### src/rtl/wasm_operand_stack_if.sv
// rtl/wasm_operand_stack_if.sv - CPU <-> operand stack request/status bundle
//
// Purpose: groups the operand stack request and status signals.
//   master : CPU side, drives requests and observes stack status.
//   slave  : operand stack side, accepts requests and drives status.
// Signals:
//   op_valid, pop_count[1:0], push, push_data[WIDTH-1:0]  pop/push request
//   unwind_valid, unwind_base[AW:0], unwind_keep[AW:0]    branch unwind request
//   busy, count[AW:0], tos0, tos1, result, result_empty,
//   trap[2:0]                                             stack status
interface wasm_operand_stack_if #(
  parameter int WIDTH = 64,
  parameter int DEPTH = 16,
  parameter int AW    = $clog2(DEPTH)
);
  logic             op_valid;
  logic [1:0]       pop_count;
  logic             push;
  logic [WIDTH-1:0] push_data;
  logic             unwind_valid;
  logic [AW:0]      unwind_base;
  logic [AW:0]      unwind_keep;
  logic             busy;
  logic [AW:0]      count;
  logic [WIDTH-1:0] tos0;
  logic [WIDTH-1:0] tos1;
  logic [WIDTH-1:0] result;
  logic             result_empty;
  logic [2:0]       trap;

  modport master (
    output op_valid, pop_count, push, push_data,
    output unwind_valid, unwind_base, unwind_keep,
    input  busy, count, tos0, tos1, result, result_empty, trap
  );

  modport slave (
    input  op_valid, pop_count, push, push_data,
    input  unwind_valid, unwind_base, unwind_keep,
    output busy, count, tos0, tos1, result, result_empty, trap
  );
endinterface

### src/rtl/wasm_operand_stack.sv
// rtl/wasm_operand_stack.sv - WebAssembly operand stack with branch unwind
//
// Purpose: register-array operand stack. Each operation pops 0..2 values and
// optionally pushes one; a branch unwind copies the top unwind_keep values
// down to unwind_base one value per cycle. Faults latch a sticky trap code.
// Ports:
//   clk    in  single clock
//   reset  in  synchronous, active-high
//   s      wasm_operand_stack_if.slave (requests in, status out)
// Trap codes: 0 none, 1 underflow, 2 overflow, 3 illegal request,
//             4 request while busy.
module wasm_operand_stack #(
  parameter int WIDTH = 64,
  parameter int DEPTH = 16,
  parameter int AW    = $clog2(DEPTH)
) (
  input logic                clk,
  input logic                reset,
  wasm_operand_stack_if.slave s
);

  typedef enum logic [1:0] {
    ST_IDLE,
    ST_UNWIND,
    ST_TRAPPED
  } state_t;

  localparam logic [AW+1:0] LP_DEPTH_X = (AW+2)'(DEPTH);
  localparam logic [AW:0]   LP_ONE     = (AW+1)'(1);
  localparam logic [AW:0]   LP_TWO     = (AW+1)'(2);
  localparam logic [AW-1:0] LP_ONE_A   = AW'(1);

  localparam logic [2:0] TRAP_UNDER   = 3'd1;
  localparam logic [2:0] TRAP_OVER    = 3'd2;
  localparam logic [2:0] TRAP_ILLEGAL = 3'd3;
  localparam logic [2:0] TRAP_BUSY    = 3'd4;

  state_t           r_state, w_state_nxt;
  logic [AW:0]      r_count, w_count_nxt;
  logic [2:0]       r_trap, w_trap_nxt;
  logic [AW-1:0]    r_src, w_src_nxt;
  logic [AW-1:0]    r_dst, w_dst_nxt;
  logic [AW:0]      r_n, w_n_nxt;
  logic [AW:0]      r_target, w_target_nxt;
  logic [WIDTH-1:0] r_mem [DEPTH];

  logic             w_we;
  logic [AW-1:0]    w_waddr;
  logic [WIDTH-1:0] w_wdata;

  // Height arithmetic is one bit wider than count so push-on-full and
  // base+keep sums cannot wrap around.
  logic [AW+1:0] w_cnt_x, w_pop_x, w_after, w_uw_sum;
  assign w_cnt_x  = {1'b0, r_count};
  assign w_pop_x  = {{AW{1'b0}}, s.pop_count};
  assign w_after  = w_cnt_x - w_pop_x + {{(AW+1){1'b0}}, s.push};
  assign w_uw_sum = {1'b0, s.unwind_base} + {1'b0, s.unwind_keep};

  always_comb begin
    w_state_nxt  = r_state;
    w_count_nxt  = r_count;
    w_trap_nxt   = r_trap;
    w_src_nxt    = r_src;
    w_dst_nxt    = r_dst;
    w_n_nxt      = r_n;
    w_target_nxt = r_target;
    w_we         = 1'b0;
    w_waddr      = r_dst;
    w_wdata      = r_mem[r_src];

    case (r_state)
      ST_IDLE: begin
        if (s.op_valid && s.unwind_valid) begin
          w_trap_nxt  = TRAP_ILLEGAL;
          w_state_nxt = ST_TRAPPED;
        end else if (s.op_valid) begin
          if (s.pop_count == 2'd3) begin
            w_trap_nxt  = TRAP_ILLEGAL;
            w_state_nxt = ST_TRAPPED;
          end else if (w_pop_x > w_cnt_x) begin
            w_trap_nxt  = TRAP_UNDER;
            w_state_nxt = ST_TRAPPED;
          end else if (w_after > LP_DEPTH_X) begin
            w_trap_nxt  = TRAP_OVER;
            w_state_nxt = ST_TRAPPED;
          end else begin
            // The pushed value lands in the slot just above the remaining
            // values, i.e. it replaces the first popped operand.
            w_we        = s.push;
            w_waddr     = AW'(r_count - {{(AW-1){1'b0}}, s.pop_count});
            w_wdata     = s.push_data;
            w_count_nxt = (AW+1)'(w_after);
          end
        end else if (s.unwind_valid) begin
          if (w_uw_sum > w_cnt_x) begin
            w_trap_nxt  = TRAP_UNDER;
            w_state_nxt = ST_TRAPPED;
          end else if (s.unwind_keep == '0) begin
            w_count_nxt = s.unwind_base;
          end else begin
            w_src_nxt    = AW'(r_count - s.unwind_keep);
            w_dst_nxt    = AW'(s.unwind_base);
            w_n_nxt      = s.unwind_keep;
            w_target_nxt = (AW+1)'(w_uw_sum);
            w_state_nxt  = ST_UNWIND;
          end
        end
      end

      ST_UNWIND: begin
        if (s.op_valid || s.unwind_valid) begin
          // Abandon the unwind; count still holds the pre-unwind height.
          w_trap_nxt  = TRAP_BUSY;
          w_state_nxt = ST_TRAPPED;
        end else begin
          // Copy even when src==dst so the unwind always takes keep cycles.
          w_we      = 1'b1;
          w_src_nxt = r_src + LP_ONE_A;
          w_dst_nxt = r_dst + LP_ONE_A;
          w_n_nxt   = r_n - LP_ONE;
          if (r_n == LP_ONE) begin
            w_count_nxt = r_target;
            w_state_nxt = ST_IDLE;
          end
        end
      end

      ST_TRAPPED: begin
      end

      default: begin
        w_state_nxt = ST_IDLE;
      end
    endcase
  end

  always_ff @(posedge clk) begin
    if (reset) begin
      r_state  <= ST_IDLE;
      r_count  <= '0;
      r_trap   <= '0;
      r_src    <= '0;
      r_dst    <= '0;
      r_n      <= '0;
      r_target <= '0;
    end else begin
      r_state  <= w_state_nxt;
      r_count  <= w_count_nxt;
      r_trap   <= w_trap_nxt;
      r_src    <= w_src_nxt;
      r_dst    <= w_dst_nxt;
      r_n      <= w_n_nxt;
      r_target <= w_target_nxt;
    end
  end

  // Storage is deliberately not reset; slots above count are unobservable.
  always_ff @(posedge clk) begin
    if (w_we && !reset) begin
      r_mem[w_waddr] <= w_wdata;
    end
  end

  logic [AW-1:0]    w_idx0, w_idx1;
  logic [WIDTH-1:0] w_tos0, w_tos1;
  assign w_idx0 = AW'(r_count - LP_ONE);
  assign w_idx1 = AW'(r_count - LP_TWO);
  assign w_tos0 = (r_count == '0)    ? '0 : r_mem[w_idx0];
  assign w_tos1 = (r_count < LP_TWO) ? '0 : r_mem[w_idx1];

  assign s.busy         = (r_state == ST_UNWIND);
  assign s.count        = r_count;
  assign s.tos0         = w_tos0;
  assign s.tos1         = w_tos1;
  assign s.result       = w_tos0;
  assign s.result_empty = (r_count == '0);
  assign s.trap         = r_trap;

endmodule
### src/flat_wrapper.sv
// flat-port wrapper written by rule: the top's interface ports become plain ports
module wasm_operand_stack_flat 
#(
  parameter int WIDTH = 64,
  parameter int DEPTH = 16,
  parameter int AW    = $clog2(DEPTH)
)
  (clk, reset, s_op_valid, s_pop_count, s_push, s_push_data, s_unwind_valid, s_unwind_base, s_unwind_keep, s_busy, s_count, s_tos0, s_tos1, s_result, s_result_empty, s_trap);
  wasm_operand_stack_if #(.WIDTH(WIDTH), .DEPTH(DEPTH), .AW(AW)) s_i ();
  input logic clk;
  input logic reset;
  input wire logic [$bits(s_i.op_valid)-1:0] s_op_valid;
  input wire logic [$bits(s_i.pop_count)-1:0] s_pop_count;
  input wire logic [$bits(s_i.push)-1:0] s_push;
  input wire logic [$bits(s_i.push_data)-1:0] s_push_data;
  input wire logic [$bits(s_i.unwind_valid)-1:0] s_unwind_valid;
  input wire logic [$bits(s_i.unwind_base)-1:0] s_unwind_base;
  input wire logic [$bits(s_i.unwind_keep)-1:0] s_unwind_keep;
  output wire logic [$bits(s_i.busy)-1:0] s_busy;
  output wire logic [$bits(s_i.count)-1:0] s_count;
  output wire logic [$bits(s_i.tos0)-1:0] s_tos0;
  output wire logic [$bits(s_i.tos1)-1:0] s_tos1;
  output wire logic [$bits(s_i.result)-1:0] s_result;
  output wire logic [$bits(s_i.result_empty)-1:0] s_result_empty;
  output wire logic [$bits(s_i.trap)-1:0] s_trap;
  assign s_i.op_valid = s_op_valid;
  assign s_i.pop_count = s_pop_count;
  assign s_i.push = s_push;
  assign s_i.push_data = s_push_data;
  assign s_i.unwind_valid = s_unwind_valid;
  assign s_i.unwind_base = s_unwind_base;
  assign s_i.unwind_keep = s_unwind_keep;
  assign s_busy = s_i.busy;
  assign s_count = s_i.count;
  assign s_tos0 = s_i.tos0;
  assign s_tos1 = s_i.tos1;
  assign s_result = s_i.result;
  assign s_result_empty = s_i.result_empty;
  assign s_trap = s_i.trap;
  wasm_operand_stack #(.WIDTH(WIDTH), .DEPTH(DEPTH), .AW(AW)) u_core (.clk(clk), .reset(reset), .s(s_i));
endmodule
### config.mk
export PLATFORM = sky130hd
export DESIGN_NAME = wasm_operand_stack_flat
export DESIGN_NICKNAME = d
export VERILOG_FILES = /design/src/rtl/wasm_operand_stack_if.sv /design/src/rtl/wasm_operand_stack.sv /design/src/flat_wrapper.sv
export SDC_FILE = /design/constraint.sdc
export NUM_CORES = 2
export LEC_CHECK = 0
export BUFFER_PORTS_ARGS = -buffer_cell sky130_fd_sc_hd__buf_2
export CORE_ASPECT_RATIO = 0.7
export CORE_UTILIZATION = 50
export CTS_CLUSTER_SIZE = 8
export DETAILED_ROUTE_END_ITERATION = 6
export GPL_TIMING_DRIVEN = 0
export PLACE_DENSITY = 0.73
export SLEW_MARGIN = 20
export SYNTH_ARGS = -nofsm -noshare
export SYNTH_HDL_FRONTEND = slang
export SYNTH_SLANG_ARGS = --single-unit
### constraint.sdc
create_clock -name clk -period 18.63 [get_ports clk]
set_clock_uncertainty 0.2 [all_clocks]
set_input_delay 1.863 -clock clk [delete_from_list [all_inputs] [get_ports clk]]
set_output_delay 1.863 -clock clk [all_outputs]
set_load 0.01 [all_outputs]
# [After elaboration in Yosys (flattened, before gate mapping)]
# Memory sizes are Yosys's and may differ from the RTL's. A register that Yosys moved wholly into a read port is not among the register bits.
# Index checks and enable logic that the tools add are counted.
[classes] shifts=0 n_lt_le_gt_ge=4 n_mux=77 n_div=0 n_addsub=10 reduce_logical=13 eq_ne=23 bitwise=5 n_mul=0
[op_table] cell="$mux W64" count=8
[op_table] cell="$mux W4" count=20
[op_table] cell="$mux W5" count=16
[op_table] cell="$mux W3" count=8
[op_table] cell="$mux W2" count=10
[op_table] cell="$pmux W5 S2" count=2
[op_table] cell="$pmux W4 S2" count=2
[op_table] cell="$ne A3 B3 Y1 const B" count=5
[op_table] cell="$ne A2 B2 Y1 const B" count=6
[op_table] cell="$logic_not A5 Y1" count=2
[op_table] cell="$reduce_and A10 Y1" count=1
[op_table] cell="$reduce_and A5 Y1" count=2
[op_table] cell="$add A4 B1 Y4 const B" count=2
[op_table] cell="$mux W1" count=8
[op_table] cell="$reduce_and A7 Y1" count=1
[op_table] cell="$add A5 B5 Y6" count=1
[op_table] cell="$add A6 B1 Y6" count=1
[op_table] cell="$gt A6 B5 Y1" count=1
[op_table] cell="$gt A6 B5 Y1 const B" count=1
[op_table] cell="$ne A6 B2 Y1 const B" count=1
[op_table] cell="$pmux W2 S3" count=1
[op_table] cell="$pmux W3 S2" count=1
[op_table] cell="$reduce_and A6 Y1" count=1
[op_table] cell="$sub A5 B2 Y6" count=1
[op_table] cell="23 further kinds" count=30
[word_totals] latch_bits=0 elab_cells=140 mem_bits_rw=1024 regBits=28 n_memories=1 input_bits=81 rom_bits=0
[mem_list] name="u_core.r_mem" depth=16 width=64 read_ports=3 rd_ports_with_merged_regs=1 wr=1 line_no="wasm_operand_stack.sv:45" text="logic [WIDTH-1:0] r_mem [DEPTH];"

# [Longest topological paths before layout]
[depth] ltp_word=12 ltp_mapped=18 ltp_nobuf=13

# [Least setup slack after synthesis]
# OpenSTA, ideal clock, no wires.
[synth_timing] path_type="in2reg" from="input s_pop_count[0]" to="memory u_core.r_mem[10][0] (enable)" n_path_buf=1 t_arrival_ns=10.427 stages=11 slack_ns=7.359 path_cell_list="ha_1 inv_1 fa_1 ha_1 o21a_1 o31ai_1 a32oi_2 nor4bb_2 buf_6 mux2_2 nor4_1"
[synth_between] elab_chain_len=12 elab_cells_between_ends=21 cone_classes="add/sub: 3; order compare: 2; eq/ne: 1; mux: 14; reduce/logical: 1"
[synth_rtl] element="start: declaration" line_no="flat_wrapper.sv:13" text="input wire logic [$bits(s_i.pop_count)-1:0] s_pop_count;"
[synth_rtl] element="$sub A5 B2 Y6" line_no="wasm_operand_stack.sv:56" text="assign w_after = w_cnt_x - w_pop_x + {{(AW+1){1'b0}}, s.push};"
[synth_rtl] element="$add A6 B1 Y6" line_no="wasm_operand_stack.sv:56"
[synth_rtl] element="$gt A6 B5 Y1" line_no="wasm_operand_stack.sv:83" text="end else if (w_after > LP_DEPTH_X) begin"
[synth_rtl] element="$mux W1" line_no="wasm_operand_stack.sv:83"
[synth_rtl] element="$mux W1" line_no="wasm_operand_stack.sv:80" text="end else if (w_pop_x > w_cnt_x) begin"
[synth_rtl] element="$mux W1" line_no="wasm_operand_stack.sv:77" text="if (s.pop_count == 2'd3) begin"
[synth_rtl] element="$mux W1" line_no="wasm_operand_stack.sv:76" text="end else if (s.op_valid) begin"
[synth_rtl] element="$mux W1" line_no="wasm_operand_stack.sv:73" text="if (s.op_valid && s.unwind_valid) begin"
[synth_rtl] element="$pmux W1 S2" line_no="wasm_operand_stack.sv:71" text="case (r_state)"
[synth_rtl] element="$logic_and A1 B1 Y1" line_no="wasm_operand_stack.sv:159" text="if (w_we && !reset) begin"
[synth_rtl] element="$mux W1" line_no="wasm_operand_stack.sv:159"
[synth_rtl] element="$mux W1 (implied by the code)" line_no="wasm_operand_stack.sv:160" text="r_mem[w_waddr] <= w_wdata;"
[synth_rtl] element="end: declaration" line_no="wasm_operand_stack.sv:45"
# Several ways; a longest one is shown, not always the timed one.

# [Worst setup path in the final report]
[layout_timing] from="register u_core.r_count[1] (netlist: u_core.s.count[1])" to="output s_tos0[39]"
[layout_between] elab_chain_len=3 elab_cells_between_ends=4 cone_classes="add/sub: 1; mux: 1; reduce/logical: 1; memory: 1"
[layout_rtl] element="start: declaration" line_no="wasm_operand_stack.sv:39" text="logic [AW:0] r_count, w_count_nxt;"
[layout_rtl] element="start signal: assignment" line_no="wasm_operand_stack.sv:148" text="r_count <= w_count_nxt;"
[layout_rtl] element="$sub A4 B1 Y4" line_no="wasm_operand_stack.sv:166" text="assign w_idx0 = AW'(r_count - LP_ONE);"
[layout_rtl] element="$mem_v2 Z16 W64"
[layout_rtl] element="$mux W64 *" line_no="wasm_operand_stack.sv:168" text="assign w_tos0 = (r_count == '0) ? '0 : r_mem[w_idx0];"
[layout_rtl] element="end: declaration" line_no="flat_wrapper.sv:21" text="output wire logic [$bits(s_i.tos0)-1:0] s_tos0;"
# Every way passes the cells marked *; elsewhere a longest branch is shown, timed or not.

==> run summary <==
Setup repair after global routing left no endpoint under its margin. The fraction of registers with async set/reset works out to 0%. The logs give 3781 for the number of nets in the layout and 283 for the I/O pin count. For this block, the initial DRC count from the detailed router was 7088.

The maximum fanout along the worst path is 10. For the pin with the worst max-slew slack, the measured transition is 1.28 ns. Walking the worst path, the cells encountered are clkbuf_1 -> clkbuf_2 -> clkbuf_1 -> inv_1 -> ha_1 -> nand2_1 -> nand2_1 -> xnor2_1 -> buf_2 -> clkbuf_1 -> clkbuf_1 -> a211oi_1 -> a211oi_1 -> buf_4 -> buf_2. The floorplan has 104 rows. In this run the critical register-to-register path is launched from u_core.s.count[0]. The share of cells above drive strength 1 came out at 51.2%. The worst setup path is launched from a register. Among the stages of the critical path, the cell type that occurs most often is clkbuf_1. The buffer levels on the longest clock path was 3; the switching component of the power was 0.00134 W. Summing the areas of all and, or, nand and nor instances in the mapped netlist gives 2.38% of the synthesized area. In this run the static leakage power is 21.7 nW. In this run the worst hold path is classified as reg -> reg. Once the floorplan was initialized, standard cells occupied 50.6% of the core. The endpoint class of the critical path is an output port. Power per cell area: 83.4 mW/mm^2. The slowest stage of the critical path belongs to the cell a211oi_1. In the layout the commonest cells are edfxtp_1, mux4_2, buf_2. The detail route stage leaves a number of antenna-violating nets equal to 0. Summed over all nets, the half-perimeter wirelength after detailed placement is 136 mm. The logs give 4 for the number of H-tree levels and 0 for the post-cts gate resize count.

Remaining global-route overflow: 0. For this run, design rule violations remaining after detail routing come to 34. Derived from the worst setup path, the maximum achievable clock frequency is 95.5 MHz. The tools report the number of antenna violations at the first check in global routing as 4. The share of the synthesized area in the top cell type was 52.7%; the depth of the worst register-to-register path was 23. The largest net degree at the start of global routing came out at 17. The final layout contains routed wiring with a total length of 199 mm.

The logs give 1056 for the number of clock sinks seen by CTS and 10.30 ns for the slack of the worst reg-to-reg path. The share of total power dissipated in combinational logic is 9.5%. The main combinational cell family by area after synthesis was multiplexers. Counting flops and latches in the post-synthesis netlist gives 1056. The tree is rooted in a clkbuf_16. At the later pin of the worst-skew pair, clock insertion delay measures 0.79 ns. When the netlist entered floorplanning its net count stood at 3079. The most critical setup path has its startpoint at u_core.s.count[1]. The most common cell after layout, fill and taps aside is edfxtp_1. Counting the buffers created by CTS gives 149. Counting every instance in the synthesized netlist gives 2962. The max-slew violation total from the final report was 0. The floorplan step set the die height to 288 um.

Among all flip-flop cells after synthesis, the most frequent one is edfxtp_1. The region available for standard cell placement spans 0.115 mm^2. Counting flops with a built-in enable in the synthesized netlist gives 1024. The synthesized netlist devotes 2.67% of its cell area to compound gates. The adder-cell share of the synthesized area is 0.811%. Worst hold path startpoint: u_core.s.trap[1]. Summing over every cut layer, the via total after detailed routing is 39100. Summing the areas of all xor and xnor instances in the mapped netlist gives 0.225% of the synthesized area. In the routed layout, each cell is associated on average with a via count of 7.49. Hold repair after CTS inserted 0 buffers. The logs give 0.279 ns for the post-route worst hold slack and 0.118 mm^2 for the total die area. The checks that failed: design-rule violations.

After layout, the worst path uses 56.2% of the clock period. The die is 410 um wide. The signed area change from the synthesized netlist to the final layout is 15.6%. The tools report the weighted congestion at the end of routability-driven global placement as 0.879. In the final timing run, aggregate negative setup slack is 0 ns. The max-cap violation count was 0. The tools report the maximum vdd ir drop as 105 uV.

The part of the total power dissipated in sequential elements is 46.8%, and the number of iterations in the first detailed-routing pass is 7. The final-report hold violation count is 0, and the number of buffers inserted by port buffering is 281. The number of different library cells used by synthesis comes to 57.

The run finished, with violations left. The number of endpoints failing setup at the final stage is 0. The average wire per standard cell works out to 38.1 um.

The clock-pin slew of the registers on the worst-case setup and hold paths is 0.05 ns. The worst path required time is 16.57 ns. In this run the worst setup path terminates at s_tos0[39]. The Yosys step of the flow raised 0 warnings. The portion of synthesized area spent on multiplexers is 37.2%.

The core occupancy in the finished layout is 58.5%, and the part of the total power dissipated in the clock network is 43.8%. Averaged over all synthesized cells, the footprint is 19.7 um^2. Data on the critical path arrives at its endpoint at 8.41 ns. The number of global-route vias before repair is 37600, and the total track usage is 33.8%. For the sequential-to-total area share from yosys stat, the log shows 53.8%.

The max-slew headroom at the worst pin is 14.5%. The start-to-end type of the worst setup path is reg -> out. Internal power comes to 0.00428 W.

The global-route wire length before repair is 278 mm, and the switching fraction of total power is 23.8%. Ranked by total cell area, the synthesized netlist is headed by edfxtp_1, mux4_2, a211oi_1. Number of buffers added for setup after CTS: 0. The endpoint identified for the worst register-to-register timing path is u_core.r_mem[0][32].

The highest cell delay on the worst timing path is 1.03 ns. The cell area that synthesis handed to floorplanning was 0.0583 mm^2. TritonCTS built the clock tree. The clock period could shrink to 10.47 ns. The leading area contributor after synthesis was edfxtp_1.
Yosys cell counts (2+ instances only):
cell / n
xnor2_1: 10
nand2_1: 22
nor2b_1: 132
nand3_1: 6
mux2_2: 66
or3_1: 3
mux4_2: 896
buf_6: 2
nand3b_1: 2
a21oi_1: 29
o21ai_0: 18
a21o_1: 5
or4_1: 2
xor2_1: 5
edfxtp_1: 1024
nor4_1: 18
buf_1: 54
a32oi_2: 2
a211oi_1: 136
nor2_1: 30
o31ai_1: 4
buf_2: 60
buf_4: 65
o22ai_1: 2
nor3_1: 8
inv_1: 21
a31oi_1: 3
mux2i_2: 2
fa_1: 3
ha_1: 33
nand4_1: 3
and3_1: 4
o32ai_1: 2
mux2i_1: 72
o21a_1: 4
and2_1: 3
clkbuf_1: 155
clkinv_1: 2
nand2b_1: 5
dfxtp_1: 32
per-layer routing:
| layer | routed length (um) | vias up | GRT usage (%) |
|---|---|---|---|
| li1 | - | 14400 | - |
| met1 | 70200 | 20100 | 46.1 |
| met2 | 88100 | 4015 | 49.2 |
| met3 | 33400 | 506 | 14.0 |
| met4 | 7080 | 4 | 12.0 |
| met5 | 24 | - | 0 |
through the flow:
step	setup slack, ns	cells	power [W]	instance area, um^2
3_5_place_dp	8.97	5049	0.00319	63300
3_3_place_gp	-4.48	4780	0.00318	61600
4_1_cts	8.17	5216	0.00560	67300
6_report	8.16	5218	0.00562	67400
5_1_grt	8.18	5217	0.00572	67400
2_1_floorplan	7.36	2962	0.00299	58300
kinds of logic (layout without fill, tap and decap cells):
logic type | count (synthesis) | in the layout
XOR/XNOR | 15 | 15
buffers and inverters | 359 | 1077
AND/OR/NAND/NOR | 242 | 242
flip-flops | 1056 | 1056
AO/OA/AOI/OAI | 217 | 217
adder cells (fa/ha/maj) | 36 | 36
multiplexers | 1037 | 1037
other | 0 | 1
worst max-delay path: cells and delay by family (launching register included):
family	cells	cell delay [ns]
buffers and inverters	9	4.80
and+or+nand+nor	2	0.13
adders and majority gates	1	0.34
xor gates and xnor gates	1	0.52
AOI/OAI and AO/OA	2	1.20
DFF	1	0.59
power by group through the flow:
stage | combinational [W] | clock, W | sequential [W]
3_3_place_gp | 0.000510 | 0 | 0.00267
5_1_grt | 0.000553 | 0.00254 | 0.00262
6_report | 0.000532 | 0.00246 | 0.00263
4_1_cts | 0.000520 | 0.00246 | 0.00263
3_5_place_dp | 0.000517 | 0 | 0.00267
2_1_floorplan | 0.000316 | 0 | 0.00267
worst min-delay path by stage:
stage	to	slack, ns	cells past startpoint
CTS	u_core.s.trap[1]	0.28	2
global placement	u_core.s.trap[1]	0.26	2
finish	u_core.s.trap[1]	0.28	2
floorplan	u_core.r_n[4]	0.25	2
global route	u_core.s.trap[0]	0.31	2
detailed placement	u_core.s.trap[1]	0.27	2
sequential cells by signal (all words and copies together) (netlist names), named ones only:
name	flops
u_core.r_dst	4
u_core.r_mem	1024
u_core.r_n	5
u_core.r_src	4
u_core.r_state	2
u_core.r_target	5
u_core.s.count	5
u_core.s.trap	3
cell type report:
| class | count | area [um^2] |
|---|---|---|
| buffer | 336 | 1660 |
| clock buffer | 158 | 3890 |
| timing repair buffer | 551 | 2980 |
| tap | 1537 | 1920 |
| inverter | 23 | 86.3 |
| multi-input combinational | 1547 | 25400 |
| sequential | 1056 | 31400 |
| clock inverter | 9 | 105 |
| fill | 8465 | 47900 |
| antenna | 1 | 2.50 |
Power figures use the tool's default switching activity.
